[src/rtl/pepelatz_pkg.sv]
// -----------------------------------------------------------------------------
// pepelatz_pkg
//   Shared definitions for the Pepelatz MISC core stacks: opcode encodings,
//   opcode width and a decode helper that reports, for each opcode, how many
//   elements it needs and whether it grows or shrinks the stack by one.
// -----------------------------------------------------------------------------
package pepelatz_pkg;

    localparam int STACK_OP_W = 3;

    localparam logic [STACK_OP_W-1:0] OP_NOP       = 3'd0;
    localparam logic [STACK_OP_W-1:0] OP_PUSH      = 3'd1;
    localparam logic [STACK_OP_W-1:0] OP_POP       = 3'd2;
    localparam logic [STACK_OP_W-1:0] OP_DUP       = 3'd3;
    localparam logic [STACK_OP_W-1:0] OP_SWAP      = 3'd4;
    localparam logic [STACK_OP_W-1:0] OP_OVER      = 3'd5;
    localparam logic [STACK_OP_W-1:0] OP_REPLACE   = 3'd6;
    localparam logic [STACK_OP_W-1:0] OP_POP2_PUSH = 3'd7;

    // Static properties of one opcode.
    typedef struct packed {
        logic [1:0] need;    // elements that must already be on the stack
        logic       grow;    // depth +1
        logic       shrink;  // depth -1
    } op_info_t;

    function automatic op_info_t decode_op(input logic [STACK_OP_W-1:0] op);
        op_info_t info;
        info = '{need: 2'd0, grow: 1'b0, shrink: 1'b0};
        case (op)
            OP_PUSH:      info = '{need: 2'd0, grow: 1'b1, shrink: 1'b0};
            OP_POP:       info = '{need: 2'd1, grow: 1'b0, shrink: 1'b1};
            OP_DUP:       info = '{need: 2'd1, grow: 1'b1, shrink: 1'b0};
            OP_SWAP:      info = '{need: 2'd2, grow: 1'b0, shrink: 1'b0};
            OP_OVER:      info = '{need: 2'd2, grow: 1'b1, shrink: 1'b0};
            OP_REPLACE:   info = '{need: 2'd1, grow: 1'b0, shrink: 1'b0};
            OP_POP2_PUSH: info = '{need: 2'd2, grow: 1'b0, shrink: 1'b1};
            default:      info = '{need: 2'd0, grow: 1'b0, shrink: 1'b0};
        endcase
        return info;
    endfunction

endpackage

[src/rtl/pepelatz_stack_ram.sv]
// -----------------------------------------------------------------------------
// pepelatz_stack_ram
//   Spill array for the elements below TOS/NOS. One synchronous write port,
//   one asynchronous read port, no reset.
// Ports
//   clk    in   1        write clock, rising edge
//   we     in   1        write enable
//   waddr  in   ADDR_W   write address
//   wdata  in   WIDTH    write data
//   raddr  in   ADDR_W   read address
//   rdata  out  WIDTH    read data (combinational); 0 for addresses past the array
// -----------------------------------------------------------------------------
module pepelatz_stack_ram #(
    parameter int WIDTH   = 16,
    parameter int ENTRIES = 62,
    parameter int ADDR_W  = 6
) (
    input  logic              clk,
    input  logic              we,
    input  logic [ADDR_W-1:0] waddr,
    input  logic [WIDTH-1:0]  wdata,
    input  logic [ADDR_W-1:0] raddr,
    output logic [WIDTH-1:0]  rdata
);

    logic [WIDTH-1:0] mem [ENTRIES];

    // NOTE: the array has no reset branch on purpose; resetting storage turns a
    // compact register file into a wide reset fan-out for data nobody may read.
    always_ff @(posedge clk) begin
        if (we) begin
            mem[waddr] <= wdata;
        end
    end

    // The read address is computed speculatively from depth and can point past
    // the array when no refill is needed; return 0 there instead of X.
    assign rdata = (int'(raddr) < ENTRIES) ? mem[raddr] : '0;

endmodule

[src/rtl/pepelatz_stack.sv]
// -----------------------------------------------------------------------------
// pepelatz_stack
//   Parametrised LIFO with the top two entries cached in registers (tos/nos)
//   and the remaining DEPTH-2 entries kept in pepelatz_stack_ram. Every opcode
//   completes in one cycle; sticky flags record overflow and underflow.
// Ports
//   clk        in   1         clock, rising edge
//   rst        in   1         asynchronous active-high reset
//   op_valid   in   1         op sampled on the rising edge when high
//   op         in   3         opcode (pepelatz_pkg::OP_*)
//   push_data  in   WIDTH     data for PUSH / REPLACE / POP2_PUSH
//   clear_err  in   1         clears the sticky error flags
//   tos        out  WIDTH     top of stack
//   nos        out  WIDTH     next on stack
//   depth      out  PTR_W+1   element count, 0..DEPTH
//   empty      out  1         depth == 0
//   full       out  1         depth == DEPTH
//   overflow   out  1         sticky: a growing op was issued when full
//   underflow  out  1         sticky: an op needed more elements than present
// -----------------------------------------------------------------------------
module pepelatz_stack
    import pepelatz_pkg::*;
#(
    parameter  int WIDTH = 16,
    parameter  int DEPTH = 64,
    localparam int PTR_W = $clog2(DEPTH)
) (
    input  logic                  clk,
    input  logic                  rst,
    input  logic                  op_valid,
    input  logic [STACK_OP_W-1:0] op,
    input  logic [WIDTH-1:0]      push_data,
    input  logic                  clear_err,
    output logic [WIDTH-1:0]      tos,
    output logic [WIDTH-1:0]      nos,
    output logic [PTR_W:0]        depth,
    output logic                  empty,
    output logic                  full,
    output logic                  overflow,
    output logic                  underflow
);

    localparam int DEP_W = PTR_W + 1;
    localparam logic [DEP_W-1:0] DEPTH_MAX = DEP_W'(DEPTH);

    // Next-state values
    logic [WIDTH-1:0] tos_n;
    logic [WIDTH-1:0] nos_n;
    logic [DEP_W-1:0] depth_n;
    logic             overflow_n;
    logic             underflow_n;

    // Decode / error detection
    op_info_t info;
    logic     ovf_hit;
    logic     unf_hit;
    logic     do_op;

    // Spill array interface
    logic             ram_we;
    logic [PTR_W-1:0] ram_waddr;
    logic [PTR_W-1:0] ram_raddr;
    logic [WIDTH-1:0] ram_rdata;
    logic [WIDTH-1:0] fill_val;

    // The element that moves between nos and the array: a growing op spills nos
    // into elem[depth-2], a shrinking op refills nos from elem[depth-3]. Only the
    // low PTR_W bits matter; at depth==DEPTH the write is blocked by ovf_hit.
    assign ram_waddr = depth[PTR_W-1:0] - PTR_W'(2);
    assign ram_raddr = depth[PTR_W-1:0] - PTR_W'(3);

    pepelatz_stack_ram #(
        .WIDTH   (WIDTH),
        .ENTRIES (DEPTH - 2),
        .ADDR_W  (PTR_W)
    ) u_ram (
        .clk   (clk),
        .we    (ram_we),
        .waddr (ram_waddr),
        .wdata (nos),
        .raddr (ram_raddr),
        .rdata (ram_rdata)
    );

    // Error detection. Overflow is checked first so that DUP/OVER on a full
    // stack report overflow only.
    always_comb begin
        info    = decode_op(op);
        ovf_hit = op_valid && info.grow && (depth == DEPTH_MAX);
        unf_hit = op_valid && !ovf_hit && (depth < DEP_W'(info.need));
        do_op   = op_valid && !ovf_hit && !unf_hit;
    end

    // Datapath next state. An errored op leaves everything except the flags
    // untouched.
    // NOTE: every variable gets its hold value before the case, so no path
    // leaves one unassigned and no latch is inferred.
    always_comb begin
        tos_n    = tos;
        nos_n    = nos;
        depth_n  = depth;
        ram_we   = 1'b0;
        // With fewer than three elements there is nothing below nos: zero-fill.
        fill_val = (depth >= DEP_W'(3)) ? ram_rdata : '0;

        if (do_op) begin
            case (op)
                OP_PUSH: begin
                    tos_n = push_data;
                    nos_n = tos;
                end
                OP_POP: begin
                    tos_n = nos;
                    nos_n = fill_val;
                end
                OP_DUP: begin
                    nos_n = tos;
                end
                OP_SWAP, OP_OVER: begin
                    tos_n = nos;
                    nos_n = tos;
                end
                OP_REPLACE: begin
                    tos_n = push_data;
                end
                OP_POP2_PUSH: begin
                    tos_n = push_data;
                    nos_n = fill_val;
                end
                default: begin
                end
            endcase

            if (info.grow) begin
                depth_n = depth + DEP_W'(1);
                ram_we  = (depth >= DEP_W'(2));
            end else if (info.shrink) begin
                depth_n = depth - DEP_W'(1);
            end
        end
    end

    // Sticky flags: a new error in the same cycle as clear_err wins.
    always_comb begin
        overflow_n  = ovf_hit ? 1'b1 : (clear_err ? 1'b0 : overflow);
        underflow_n = unf_hit ? 1'b1 : (clear_err ? 1'b0 : underflow);
    end

    // NOTE: state registers use non-blocking assignments so every register
    // samples the pre-edge values, independent of statement order.
    always_ff @(posedge clk or posedge rst) begin
        if (rst) begin
            tos       <= '0;
            nos       <= '0;
            depth     <= '0;
            overflow  <= 1'b0;
            underflow <= 1'b0;
        end else begin
            tos       <= tos_n;
            nos       <= nos_n;
            depth     <= depth_n;
            overflow  <= overflow_n;
            underflow <= underflow_n;
        end
    end

    assign empty = (depth == '0);
    assign full  = (depth == DEPTH_MAX);

endmodule
[config.mk]
export PLATFORM = sky130hd
export DESIGN_NAME = pepelatz_stack
export DESIGN_NICKNAME = d
export VERILOG_FILES = /design/src/rtl/pepelatz_pkg.sv /design/src/rtl/pepelatz_stack_ram.sv /design/src/rtl/pepelatz_stack.sv
export SDC_FILE = /design/constraint.sdc
export NUM_CORES = 1
export LEC_CHECK = 0
export ABC_AREA = 1
export CAP_MARGIN = 40
export CORE_ASPECT_RATIO = 0.75
export CORE_MARGIN = 3
export CORE_UTILIZATION = 50
export CTS_BUF_LIST = sky130_fd_sc_hd__clkbuf_2
export DETAILED_ROUTE_END_ITERATION = 12
export GPL_TIMING_DRIVEN = 1
export PLACE_DENSITY_LB_ADDON = 0.3
export SYNTH_ARGS = -nofsm -noshare
export SYNTH_HDL_FRONTEND = slang
export SYNTH_SLANG_ARGS = --single-unit
[constraint.sdc]
create_clock -name clk -period 3.1 [get_ports clk]
set_input_delay 0.31 -clock clk [delete_from_list [all_inputs] [get_ports clk]]
set_output_delay 0.31 -clock clk [all_outputs]
set_load 0.005 [all_outputs]
==> results of run 1 <==
==> registers in the layout (all words and copies together), names as in the netlist <==
| signal | count |
|---|---|
| u_ram.mem | 992 |
| nos | 16 |
| tos | 16 |
| depth | 7 |
| overflow | 1 |
| underflow | 1 |
==> worst min-delay path: cells and delay by family <==
| kind | cells | cell delay, ps |
|---|---|---|
| buffers and inverters | 4 | 1900 |
==> Yosys cell counts, types with 2 or more instances <==
cell type / instances / share of area [%]
nand3_2: 2 / 0.047
edfxtp_1: 992 / 70
ha_1: 9 / 0.27
dfrtp_1: 41 / 2.4
buf_2: 6 / 0.071
nand4_4: 5 / 0.25
nor3_1: 3 / 0.036
inv_2: 7 / 0.062
inv_1: 82 / 0.73
xor2_1: 9 / 0.19
nor2_1: 138 / 1.2
o21ai_0: 29 / 0.34
nand2_1: 1082 / 9.6
a21oi_1: 7 / 0.083
clkbuf_1: 190 / 1.7
a21boi_0: 2 / 0.036
nand3_1: 958 / 11
buf_1: 29 / 0.26
o211ai_1: 16 / 0.28
a21boi_1: 13 / 0.23
buf_4: 2 / 0.036
==> layer usage <==
layer	routed length, um	up-vias	global-route usage [%]
li1	-	13663	-
met1	54200	14633	44.4
met2	52200	2071	38.6
met3	19900	237	10.8
met4	3000	6	8.35
met5	77	-	0
==> power by group <==
group	total [mW]	switching [mW]	internal, mW
logic	27.1	20.0	7.12
registers	18.3	0.542	17.7
clock network	8.80	5.35	3.45
==> final timing paths <==
kind	start	to	slack, ps	cells after the start
worst max-delay path	depth[4]$_DFFE_PP0P_	empty	40	6
worst min-delay path	rst	depth[5]$_DFFE_PP0P_	200	4
min in group clk	op[1]	nos[1]$_DFFE_PP0P_	500	8
worst max register to register	depth[1]$_DFFE_PP0P_	tos[11]$_DFFE_PP0P_	60	13
max in group asynchronous	rst	nos[6]$_DFFE_PP0P_	2310	5
worst min register to register	overflow$_DFFE_PP0P_	overflow$_DFFE_PP0P_	610	2
==> cells by family after synthesis <==
| kind of cell | count (synthesis) | share of synthesized area, % |
|---|---|---|
| and+or+nand+nor | 2192 | 22.6 |
| DFF | 1033 | 72.9 |
| buffers and inverters | 316 | 2.84 |
| AOI/OAI and AO/OA | 75 | 1.13 |
| xor gates and xnor gates | 10 | 0.207 |
| adders and majority gates | 10 | 0.314 |
==> through the flow <==
step,area (um^2),TNS (ps),power [mW]
final,49300,0,54.2
after global routing,49300,-82.0,56.5
after CTS,49200,-109,53.2
after detailed placement,46100,0,43.9
after global placement,46100,0,43.7
after floorplan,42500,-107950,32.3
==> layout make-up <==
cell class | count | area (um^2) | area share [%]
diodes | 6 | 15.0 | 0.0305
clock buffers | 342 | 1710 | 3.47
clock inverters | 75 | 455 | 0.924
inverters | 89 | 349 | 0.708
multi-input cells | 2287 | 10600 | 21.5
flip-flops and latches | 1033 | 30900 | 62.6
well taps | 1116 | 1400 | 2.83
repair buffers | 337 | 3890 | 7.90
==> repair_timing <==
action / in CTS / in global routing
hold buffers: 75 / 0
endpoints found under the hold margin: 82 / 0
setup buffers: 14 / 2
pin swaps: 3 / 2
setup endpoints to repair: 15 / 20
cloned: 1 / 2
resized for setup: 37 / 7
==> metrics.yaml, run 1 <==
setup_path:
  path_buf_inv: 3
  slowest_stage: "dfrtp_1"
  arrival_ps: 2750
  path_common_cell: "inv_2"
  critPathKind: "reg -> out"
  cp.required_ps: 2790
  start_kind: "flip-flop"
  crit_path_max_incr_delay_ps: 410
  crit_chain: "inv_2, nand2_2, nor2_2, inv_2, nor2_4, buf_2"
  cp-end-kind: "output port"
  crit_fanout: 5
  cp_top_family: "simple AND/OR/NAND/NOR gates"
timing:
  rsz0062_at_grt: "true"
  fmax_ghz: 0.327
  slew_headroom_pct: 33.7
  skew_ps: 122
  hold-worst-slack_ps: 198
  min_period_ps: 3060
  tightest_slew_ps: 994
  final-hold-violation-count: 0
  setup_viol: 0
  maxSlewViolCount: 0
  worst_slack_ps: 42.0
  finalCritPeriodShare_pct: 98.6
detailed_routing:
  drt_first_pass_iters: 6
  wl_per_cell_um: 24.5
  vias_per_cell: 5.79
  drt_iter0_markers: 4822
  via_count: 30610
  drc: 0
  totalWireLength_mm: 129
  final_antenna_net_count: 0
clock_tree:
  clkLatencyLatePin_ps: 1550
  cts.path.max_buffers: 3
  clock_sinks: 1033
  path_clk_slew_ps: 130
  cts_tree: "done"
  cts_made_buffers: 232
  htree_levels: 4
  root_buffer: "clkbuf_2"
floorplan:
  start_util_pct: 50.9
  die_h_um: 258
  core_um2: 83000
  fp.dieArea_um2: 88100
  num_rows: 91
  io_pins: 66
  die_x_um: 342
place:
  io_buffers: 65
  dp_slack_ps: 91.1
  dp_cells: 4768
  hpwl_mm: 76.8
  place_congestion: 1.02
yosys:
  synth-seq-cells: 1033
  synth-edff-count: 992
  ys_seq_area_share_pct: 72.9
  synth_fp_nets: 3669
  synth_area_um2: 42300
  async_flop_share_pct: 3.97
  syn_inst: 3636
  syn_area_per_cell_um2: 11.6
  ys.flop_type: "edfxtp_1"
  synth_warnings: 0
  synth_cell_types: 35
final_layout:
  fin_nets: 4013
  final_cells: 5285
  fillers: 6724
  final_cell_mix: "nand2_1, edfxtp_1, nand3_1"
  area_growth_pct: 16.6
  final_common_cell: "nand2_1"
  post-route-util_pct: 59.4
  drive_gt1_share_pct: 16.2
global_routing:
  grt_max_degree: 167
  antenna_found_initial: 7
  grt_pass1_vias: 28218
  grt_first_pass_wirelength_mm: 186
  gr-usage-all-layers_pct: 29.1
  gr-total-overflow: 0
flow_run:
  maxCapViolations: 0
pwr:
  vdd_drop_max_mv: 1.03
  pwr_density_cell_nw_per_um2: 1100
  p_leak_nw: 18.0
hold_path:
  hp-class: "in -> async"
run_status:
  outcome: "finished, final reports clean"
Note: power is estimated with default switching activity, not from simulation.
==> run 2, diff against run 1 <==
- clock period: 3.1 -> 3.9 ns (I/O delays scaled with it)
==> run 2 against run 1 <==
Core utilization decreased by 1.8 points. First-iteration DRC count increased by 5.9%. Hold slack improved by 7.5 ps. Largest cell class unchanged. Highest routed layer unchanged.
==> metrics.yaml, run 2 (same netlist as run 1, synthesis figures left out) <==
global_routing:
  antenna_found_initial: 6  # -1
  grt_max_degree: 209  # +25%
  grt_first_pass_wirelength_mm: 185  # -0.89%
  gr-usage-all-layers_pct: 28.8  # -0.24 points
  grt_pass1_vias: 28014  # -0.72%
  gr-total-overflow: 0  # unchanged
clock_tree:
  cts_made_buffers: 230  # -0.86%
  cts.path.max_buffers: 3  # unchanged
  clkLatencyLatePin_ps: 1570  # +20 ps
  cts_setup_buffers: 0  # -14
  root_buffer: "clkbuf_2"
  htree_levels: 4  # unchanged
  path_clk_slew_ps: 130  # about the same
  cts_tree: "done"
  clock_sinks: 1033  # unchanged
detailed_routing:
  routed.top_layer: "met5"
  totalWireLength_mm: 128  # -1.1%
  drc: 0  # unchanged
  vias_per_cell: 5.82  # +0.49%
  drt_first_pass_iters: 6  # unchanged
  wl_per_cell_um: 24.5  # about the same
  drt_iter0_markers: 5106  # +5.9%
  drt-met1-wl_mm: 53.7  # -0.91%
  wl_met2_mm: 51.0  # -2.3%
  via_count: 30417  # -0.63%
  final_antenna_net_count: 0  # unchanged
  met3WireLength_mm: 20.1  # +1.3%
pwr:
  comb_power_share_pct: 48.5  # -1.6 points
  power_mw: 42.2  # -22%
  internal_power_mw: 21.8  # -23%
  vdd_drop_max_mv: 1.26  # +22%
  clock_power_share_pct: 16.0  # -0.2 points
  seqPwrFrac_pct: 35.5  # +1.8 points
  pwr_density_cell_nw_per_um2: 883  # -20%
  switching_share_pct: 48.3  # +0.47 points
  p_leak_nw: 17.6  # -2.4%
  power.net_switching_mw: 20.4  # -21%
setup_path:
  crit_fanout: 24  # +19
  cp.required_ps: 3510  # +720 ps
  crit_path_max_incr_delay_ps: 640  # +230 ps
  path_buf_inv: 2  # -1
  crit_chain: "inv_12, ha_4, nand2_1, nor3_4, clkdlybuf4s50_1"
  r2r_cells: 12  # -1
  critPathKind: "reg -> out"
  cp-end-kind: "output port"
  regToRegSetupSlack_ps: 220  # +160 ps
  r2r_start: "depth[0]$_DFFE_PP0P_"
  rr_endpoint: "nos[14]$_DFFE_PP0P_"
  slowest_stage: "dfrtp_4"
  arrival_ps: 3420  # +670 ps
  start_kind: "flip-flop"
  cp_top_family: "buffers and inverters"
timing:
  slew_headroom_pct: 32.4  # -1.3 points
  fmax_ghz: 0.262
  final-hold-violation-count: 0  # unchanged
  skew_ps: 132  # +10.0 ps
  tightest_slew_ps: 1010  # +20.2 ps
  final.setup.tns_ps: 0  # unchanged
  min_period_ps: 3810
  setup_viol: 0  # unchanged
  worst_slack_ps: 87.1  # +45.1 ps
  finalCritPeriodShare_pct: 97.8
  maxSlewViolCount: 0  # unchanged
final_layout:
  fin_nets: 3946  # -1.7%
  top_regs: "u_ram.mem: 992 flops, nos: 16 flops, tos: 16 flops"
  final_common_cell: "nand2_1"
  area_growth_pct: 13.2
  final_cell_mix: "nand2_1, edfxtp_1, nand3_1"
  largest_register_ffs: 992  # unchanged
  drive_gt1_share_pct: 13.4  # -2.8 points
  regMostFlops: "u_ram.mem"
  fillers: 6800  # +1.1%
place:
  hpwl_mm: 75.5  # -1.6%
  dp_slack_ps: 235  # +144 ps
  io_buffers: 65  # unchanged
  place_congestion: 0.933  # -8.3%
hold_path:
  worstHoldStart: "op[2]"
  hp-class: "in -> reg"
  min_to: "depth[6]$_DFFE_PP0P_"
  hold_depth: 8
floorplan:
  io_pins: 66  # unchanged
  die_h_um: 258  # unchanged
  start_util_pct: 50.9  # unchanged
  die_x_um: 342  # unchanged
  core_um2: 83000  # unchanged
  num_rows: 91  # unchanged
  fp.dieArea_um2: 88100  # unchanged
flow_run:
  maxCapViolations: 0  # unchanged
run_status:
  outcome: "finished, final reports clean"
-- run 2: how the worst max path moves through the flow --
stage / depth (start not counted) / slack [ps] / from / endpoint
global route: 6 / -2 / depth[5]$_DFFE_PP0P_ / empty
finish: 5 / 90 / depth[0]$_DFFE_PP0P_ / full
floorplan: 12 / 390 / depth[0]$_DFFE_PP0P_ / u_ram.mem[14][0]$_DFFE_PP_
detailed placement: 12 / 230 / op[1] / u_ram.mem[60][10]$_DFFE_PP_
global placement: 12 / 310 / op[1] / u_ram.mem[38][7]$_DFFE_PP_
CTS: 5 / -9 / depth[0]$_DFFE_PP0P_ / full
-- run 2: area by class of cell --
class	instances	area, um^2	area share [%]
diodes	7	17.5	0.0366
clock buffers	353	1770	3.69
clock inverters	69	328	0.685
inverters	89	354	0.740
multi-input cells	2287	10300	21.6
flip-flops and latches	1033	30800	64.5
well taps	1116	1400	2.92
repair buffers	272	2780	5.81
-- run 2: power by group through the flow --
stage / Clock [mW] / Combinational (mW) / Sequential, mW
2_1_floorplan: 0 / 10.3 / 15.3
3_3_place_gp: 0 / 18.9 / 15.4
3_5_place_dp: 0 / 19.4 / 15.2
4_1_cts: 6.88 / 19.7 / 14.9
5_1_grt: 7.45 / 21.6 / 15.0
6_report: 6.78 / 20.5 / 15.0
-- run 2: worst register-to-register path: stages (launching register included) --
cell	delay [ps]
dfrtp_4	650
inv_12	120
ha_4	380
buf_12	410
nand2_1	440
nand3_1	120
nand3_1	130
nand3_1	280
nand3_1	140
nand2_1	90
nand2_1	120
a21oi_1	180
dlygate4sd3_1	550
-- run 2: timing repair --
action,CTS,global route
resized for setup,5,1
setup endpoints to repair,2,1
hold buffers,75,0
endpoints found under the hold margin,81,0
gates cloned,1,0
-- run 2: stage by stage --
| stage | hold slack [ps] | utilization [%] | cell area [um^2] | std cells |
|---|---|---|---|---|
| 2_1_floorplan | 497 | - | 42300 | 3636 |
| 3_3_place_gp | 517 | 53.9 | 44800 | 4714 |
| 3_5_place_dp | 526 | 54.1 | 44900 | 4721 |
| 4_1_cts | 1.91 | 57.6 | 47800 | 5219 |
| 5_1_grt | 202 | 57.6 | 47800 | 5225 |
| 6_report | 206 | 57.6 | 47800 | 5226 |
-- run 2: per-layer routing --
metal  global-route usage [%]  vias up
met5                        0        -
met4                     9.15        4
met3                     10.3      224
met2                     37.6     2180
met1                     44.6    14472
li1                         -    13537
